**src/rtl/imem_loader.sv**
```systemverilog
// Boot loader that copies an instruction image from a first-word-fall-through FIFO into
// instruction memory, holding the CPU in reset until the whole image has been written.
module imem_loader #(
    parameter int ADDR_WIDTH = 10,
    parameter int DATA_WIDTH = 32,
    parameter int MEM_DEPTH  = 1024
) (
    input  logic                  clk,
    input  logic                  rst_n,
    input  logic                  start,
    input  logic [ADDR_WIDTH-2:0] num_words,
    input  logic                  fifo_empty,
    input  logic [DATA_WIDTH-1:0] fifo_data,
    output logic                  fifo_rd_en,
    output logic [ADDR_WIDTH-1:0] mem_wr_addr,
    output logic [DATA_WIDTH-1:0] mem_data_in,
    output logic                  mem_w_en,
    output logic                  busy,
    output logic                  done,
    output logic                  error,
    output logic                  cpu_rst_n
);

    localparam logic [ADDR_WIDTH-2:0] MAX_WORDS = (ADDR_WIDTH-1)'(MEM_DEPTH / 4);

    typedef enum logic [1:0] {
        IDLE  = 2'd0,
        LOAD  = 2'd1,
        DONE  = 2'd2,
        ERROR = 2'd3
    } state_t;

    state_t                  state_q;
    logic [ADDR_WIDTH-2:0]   word_cnt_q;
    logic [ADDR_WIDTH-2:0]   word_cnt_d;
    logic [ADDR_WIDTH-2:0]   target_q;
    logic [ADDR_WIDTH-1:0]   mem_wr_addr_q;
    logic [DATA_WIDTH-1:0]   mem_data_in_q;
    logic                    mem_w_en_q;
    logic                    busy_q;
    logic                    done_q;
    logic                    error_q;
    logic                    cpu_rst_n_q;
    logic                    last_word;

    // The pop is the only combinational output so a word can leave the FIFO every cycle.
    assign fifo_rd_en = (state_q == LOAD) && !fifo_empty;
    assign word_cnt_d = word_cnt_q + 1'b1;
    assign last_word  = (word_cnt_q == target_q - 1'b1);

    always_ff @(posedge clk or negedge rst_n) begin
        if (!rst_n) begin
            state_q       <= IDLE;
            word_cnt_q    <= '0;
            target_q      <= '0;
            mem_wr_addr_q <= '0;
            mem_data_in_q <= '0;
            mem_w_en_q    <= 1'b0;
            busy_q        <= 1'b0;
            done_q        <= 1'b0;
            error_q       <= 1'b0;
            cpu_rst_n_q   <= 1'b0;
        end else begin
            case (state_q)
                IDLE, DONE, ERROR: begin
                    mem_w_en_q <= 1'b0;
                    if (start) begin
                        target_q    <= num_words;
                        word_cnt_q  <= '0;
                        done_q      <= 1'b0;
                        error_q     <= 1'b0;
                        cpu_rst_n_q <= 1'b0;
                        if (num_words == '0) begin
                            state_q     <= DONE;
                            done_q      <= 1'b1;
                            cpu_rst_n_q <= 1'b1;
                        end else if (num_words > MAX_WORDS) begin
                            state_q <= ERROR;
                            error_q <= 1'b1;
                        end else begin
                            state_q <= LOAD;
                            busy_q  <= 1'b1;
                        end
                    end
                end
                LOAD: begin
                    if (fifo_rd_en) begin
                        mem_w_en_q    <= 1'b1;
                        mem_data_in_q <= fifo_data;
                        mem_wr_addr_q <= {word_cnt_q[ADDR_WIDTH-3:0], 2'b00};
                        word_cnt_q    <= word_cnt_d;
                        // The final write is still in flight as the CPU is released.
                        if (last_word) begin
                            state_q     <= DONE;
                            busy_q      <= 1'b0;
                            done_q      <= 1'b1;
                            cpu_rst_n_q <= 1'b1;
                        end
                    end else begin
                        mem_w_en_q <= 1'b0;
                    end
                end
                default: begin
                    state_q <= IDLE;
                end
            endcase
        end
    end

    assign mem_wr_addr = mem_wr_addr_q;
    assign mem_data_in = mem_data_in_q;
    assign mem_w_en    = mem_w_en_q;
    assign busy        = busy_q;
    assign done        = done_q;
    assign error       = error_q;
    assign cpu_rst_n   = cpu_rst_n_q;

endmodule

```
**config.mk**
```make
export PLATFORM = sky130hd
export DESIGN_NAME = imem_loader
export DESIGN_NICKNAME = d
export VERILOG_FILES = /design/src/rtl/imem_loader.sv
export SDC_FILE = /design/constraint.sdc
export NUM_CORES = 1
export LEC_CHECK = 0
export CAP_MARGIN = 40
export CORE_MARGIN = 1.5
export CORE_UTILIZATION = 50
export CTS_CLUSTER_DIAMETER = 120
export CTS_CLUSTER_SIZE = 14
export DETAILED_ROUTE_END_ITERATION = 16
export PLACE_DENSITY_LB_ADDON = 0.05
export SYNTH_ARGS = -nofsm -noshare
export SYNTH_HDL_FRONTEND = slang
export SYNTH_SLANG_ARGS = --single-unit
export TNS_END_PERCENT = 5
```
**constraint.sdc**
```tcl
create_clock -name clk -period 4.5 [get_ports clk]
set_clock_uncertainty 0.05 [all_clocks]
set_input_delay 0.9 -clock clk [delete_from_list [all_inputs] [get_ports clk]]
set_output_delay 0.9 -clock clk [all_outputs]
set_load 0.05 [all_outputs]
```
==> impl_metrics.env <==
export IMPL_run_status="complete, no violations"
export IMPL_yosysUniqueCellTypes=44
export IMPL_grt_pass1_vias=2548
export IMPL_area_of_the_die_sq_mm=0.00636
export IMPL_worst_path_largest_cell_delay_ps=390
export IMPL_comb_power_share_pct=53.5
export IMPL_cts_post_setup_buffers_inserted=0
export IMPL_timing_critical_path_max_delay_family="buffers and inverters"
export IMPL_cts_htree_levels=3
export IMPL_power_share_switching_pct=47.7
export IMPL_drtPass1Iterations=4
export IMPL_grt_start_max_net_pins=43
export IMPL_worstHoldPathCells=2
export IMPL_grt_first_pass_wirelength_um=11900
export IMPL_worst_path_buf_inv=3
export IMPL_grt_remaining_overflow=0
export IMPL_cap_violations=0
export IMPL_crit_path_top_delay_cell="sky130_fd_sc_hd__clkdlybuf4s50_1"
export IMPL_r2r_end="busy"
export IMPL_detailed_place_area_sq_mm=0.00389
export IMPL_initial_utilization_pct=52.5
export IMPL_buffer_ports_inserted=90
export IMPL_antenna_found_initial=0
export IMPL_cts_buffers=9
export IMPL_drt_total_wl_um=6800
export IMPL_clock_tree_buffer_depth=2
export IMPL_mappedNetlistArea_sq_mm=0.00295
export IMPL_p_int_mw=1.58
export IMPL_path_cells="clkdlybuf4s50_1, or2_1, inv_2, buf_4"
export IMPL_cts_root_buffer="sky130_fd_sc_hd__clkbuf_8"
export IMPL_core_area_sq_mm=0.00561
export IMPL_yosysSeqAreaShare_pct=54.4
export IMPL_crit_reg2reg_launch="state_q[1]"
export IMPL_total_switching_power_mw=1.44
export IMPL_final_max_slew_viol_count=0
export IMPL_cts_repair_resized=0
export IMPL_worst_skew_pair_late_latency_ps=340
export IMPL_ioPinCount=93
export IMPL_vdd_ir_drop_worst_v=0.000508
export IMPL_clock_power_share_pct=14.6
export IMPL_routed_via_density=5.13
export IMPL_worstPathRequired_ps=3550
export IMPL_detailedPlacementHpwl_um=4770
export IMPL_syn_instance_count=333
export IMPL_synthToLayoutAreaGrowth_pct=37.8
export IMPL_slew_headroom_pct=45.9
export IMPL_die_w_um=79.8
export IMPL_drt_initial_drc_count=119
export IMPL_min_period_over_period_pct=69.9
export IMPL_max_clock_freq_mhz=318
export IMPL_cellLeakagePower_nw=1.97
export IMPL_routabilityCongestion=0.873
export IMPL_crit_path_start_kind="primary input"
export IMPL_class_of_the_tightest_hold_or_removal_check="reg -> reg"
export IMPL_holdCritStartpoint="mem_data_in[1]"
export IMPL_antenna_left=0
export IMPL_timing_reg2reg_worst_path_depth=7
export IMPL_yosys_register_bits=64
export IMPL_globalRouteTotalUtil_pct=24.3
export IMPL_rsz0062_at_grt="false"
export IMPL_fin_cells=494
export IMPL_timing_hold_violations_final=0
export IMPL_timing_hold_worst_endpoint="mem_data_in[1]"
export IMPL_clock_sink_count=64
export IMPL_dp_cells=482
export IMPL_drive_gt1_share_pct=6.16
export IMPL_worst_slew_pin_slew_ps=812
export IMPL_power_dens_cells_mw_per_mm2=745
export IMPL_final_setup_tns_ps=0
export IMPL_ys_warn_count=0
export IMPL_finalInstanceArea_sq_mm=0.00406
export IMPL_setup_violations=0
export IMPL_avgRoutedWirePerCell_um=13.8
export IMPL_die_height_um=79.8
export IMPL_endpoint_kind="output port"
export IMPL_antenna_diode_count=0
export IMPL_drt_drc_violations_left=0
export IMPL_time_the_worst_path_needs_with_i_o_delays_and_setup_ps=3140
export IMPL_detailroute_via_count=2532
export IMPL_placement_rows=27
export IMPL_tritoncts_clock_tree="yes"
export IMPL_cts_reportedPaths_clkPinSlew_ps=60
export IMPL_worst_ep_arrival_time_ps=2190
export IMPL_critical_path_fanouts_max=28
export IMPL_final_nets=471
export IMPL_worstSetupPathType="in -> out"
export IMPL_ctsHoldBuffers=0
export IMPL_syn_avg_cell_area_sq_um=8.84
export IMPL_share_seq_of_total_power_pct=31.9
export IMPL_r2r_slack_ps=2010
## final cells by class
class                           instances  area [sq um]
Sequential cell                        64          1600
Fill cell                             423          1550
Multi-Input combinational cell        245          1240
Timing Repair Buffer                   94           936
Clock buffer                           10           128
Tap cell                               72          90.1
Clock inverter                          2          35.0
Inverter                                7          26.3
## stage by stage
stage | setup WS [ps] | hold slack [ps] | util, % | total power [mW]
2_1_floorplan | 1320 | 415 | - | 2.07
3_3_place_gp | 1340 | 406 | 69.1 | 2.56
3_5_place_dp | 1350 | 411 | 69.5 | 2.59
4_1_cts | 1350 | 427 | 72.4 | 3.05
5_1_grt | 1280 | 453 | 72.4 | 3.22
6_report | 1360 | 422 | 72.4 | 3.02
## layout by cell type, fill, tap and decap left out, types with 5 or more instances in the layout
| cell type | count |
|---|---|
| sky130_fd_sc_hd__nor2_1 | 9 |
| sky130_fd_sc_hd__inv_1 | 6 |
| sky130_fd_sc_hd__nand4_1 | 5 |
| sky130_fd_sc_hd__clkdlybuf4s50_1 | 88 |
| sky130_fd_sc_hd__ha_1 | 5 |
| sky130_fd_sc_hd__xor2_1 | 7 |
| sky130_fd_sc_hd__clkbuf_8 | 9 |
| sky130_fd_sc_hd__nand2b_1 | 5 |
| sky130_fd_sc_hd__nand2_1 | 157 |
| sky130_fd_sc_hd__o21ai_0 | 8 |
| sky130_fd_sc_hd__dfrtp_1 | 64 |
## synth_stat cells
library cell                instances  share of area, %
sky130_fd_sc_hd__mux2i_1            2              0.68
sky130_fd_sc_hd__or3_4              1              0.38
sky130_fd_sc_hd__or2_1              2              0.42
sky130_fd_sc_hd__nor2_1             9               1.1
sky130_fd_sc_hd__or2_2              2              0.42
sky130_fd_sc_hd__nor3b_1            1              0.25
sky130_fd_sc_hd__inv_1              6              0.76
sky130_fd_sc_hd__nand2_1          157                20
sky130_fd_sc_hd__a22o_1             1              0.30
sky130_fd_sc_hd__o211a_1            1              0.34
sky130_fd_sc_hd__nand3b_1           1              0.25
sky130_fd_sc_hd__inv_2              1              0.13
sky130_fd_sc_hd__nand3_1            2              0.34
sky130_fd_sc_hd__and4_1             2              0.59
sky130_fd_sc_hd__or3_1              1              0.21
sky130_fd_sc_hd__o31ai_4            1              0.72
sky130_fd_sc_hd__a32oi_1            1              0.30
sky130_fd_sc_hd__o22ai_1            1              0.21
sky130_fd_sc_hd__a211oi_2           1              0.42
sky130_fd_sc_hd__a2111oi_4          1              0.93
sky130_fd_sc_hd__a22oi_1            1              0.25
sky130_fd_sc_hd__xnor2_2            1              0.55
sky130_fd_sc_hd__dfrtp_1           64                54
sky130_fd_sc_hd__ha_1               5               2.1
sky130_fd_sc_hd__xnor2_1            4               1.2
sky130_fd_sc_hd__a21oi_1            4              0.68
sky130_fd_sc_hd__nor3_1             2              0.34
sky130_fd_sc_hd__clkbuf_1          14               1.8
sky130_fd_sc_hd__nor2b_1            2              0.42
sky130_fd_sc_hd__buf_4              3              0.76
sky130_fd_sc_hd__nand4_1            5               1.1
sky130_fd_sc_hd__xor2_1             7               2.1
sky130_fd_sc_hd__buf_2              1              0.17
sky130_fd_sc_hd__or4_2              1              0.30
sky130_fd_sc_hd__and2_0             1              0.21
sky130_fd_sc_hd__o21ai_1            1              0.17
sky130_fd_sc_hd__o21ai_0            8               1.4
sky130_fd_sc_hd__a41oi_1            1              0.30
sky130_fd_sc_hd__conb_1             1              0.13
sky130_fd_sc_hd__and3_1             2              0.42
sky130_fd_sc_hd__or4_1              1              0.25
sky130_fd_sc_hd__nand2b_1           5               1.1
sky130_fd_sc_hd__a221oi_1           1              0.30
sky130_fd_sc_hd__nor4_1             4              0.85
## power by group through the flow
stage                     combinational (mW)  sequential (mW)  clock [mW]
after floorplan                        0.557             1.51           0
after global placement                  1.59            0.964           0
after detailed placement                1.62            0.969           0
after CTS                               1.63            0.964       0.453
after global routing                    1.75            0.997       0.473
final                                   1.62            0.966       0.442
## sequential cells by signal, indices dropped and copies added, names as in the netlist
signal / count
mem_w_en: 1
target_q: 9
mem_data_in: 32
done: 1
busy: 1
state_q: 2
error: 1
mem_wr_addr: 8
word_cnt_q: 9
## worst max-delay path by stage
stage | start | to | depth (start not counted)
2_1_floorplan | fifo_empty | fifo_rd_en | 5
3_3_place_gp | fifo_empty | fifo_rd_en | 4
3_5_place_dp | fifo_empty | fifo_rd_en | 4
4_1_cts | fifo_empty | fifo_rd_en | 4
5_1_grt | fifo_empty | fifo_rd_en | 4
6_report | fifo_empty | fifo_rd_en | 4
## cell families after synthesis
| logic type | synth area share (%) |
|---|---|
| and+or+nand+nor | 29.0 |
| DFF | 54.4 |
| adders and majority gates | 2.12 |
| AOI/OAI and AO/OA | 6.29 |
| other | 0.127 |
| buffers and inverters | 3.61 |
| muxes | 0.680 |
| xor gates and xnor gates | 3.82 |
## per-layer routing
metal | wire [um] | vias to the layer above | part of all wire [%] | global-route usage [%]
li1 | - | 1236 | - | -
met1 | 2990 | 1211 | 44 | 30.9
met2 | 3200 | 75 | 47 | 38.4
met3 | 491 | 10 | 7.2 | 7.66
met4 | 114 | 0 | 1.7 | 10.5
met5 | 0 | - | 0 | 0
## worst reg2reg max path: stages, from the launching register on
cell and delay, ps:
sky130_fd_sc_hd__dfrtp_1 420, sky130_fd_sc_hd__nand2b_1 270, sky130_fd_sc_hd__or2_1 280, sky130_fd_sc_hd__inv_2 360, sky130_fd_sc_hd__a21oi_1 200, sky130_fd_sc_hd__a2111oi_4 400
sky130_fd_sc_hd__and4_1 290, sky130_fd_sc_hd__a211oi_2 90
Power figures use the tool's default switching activity.
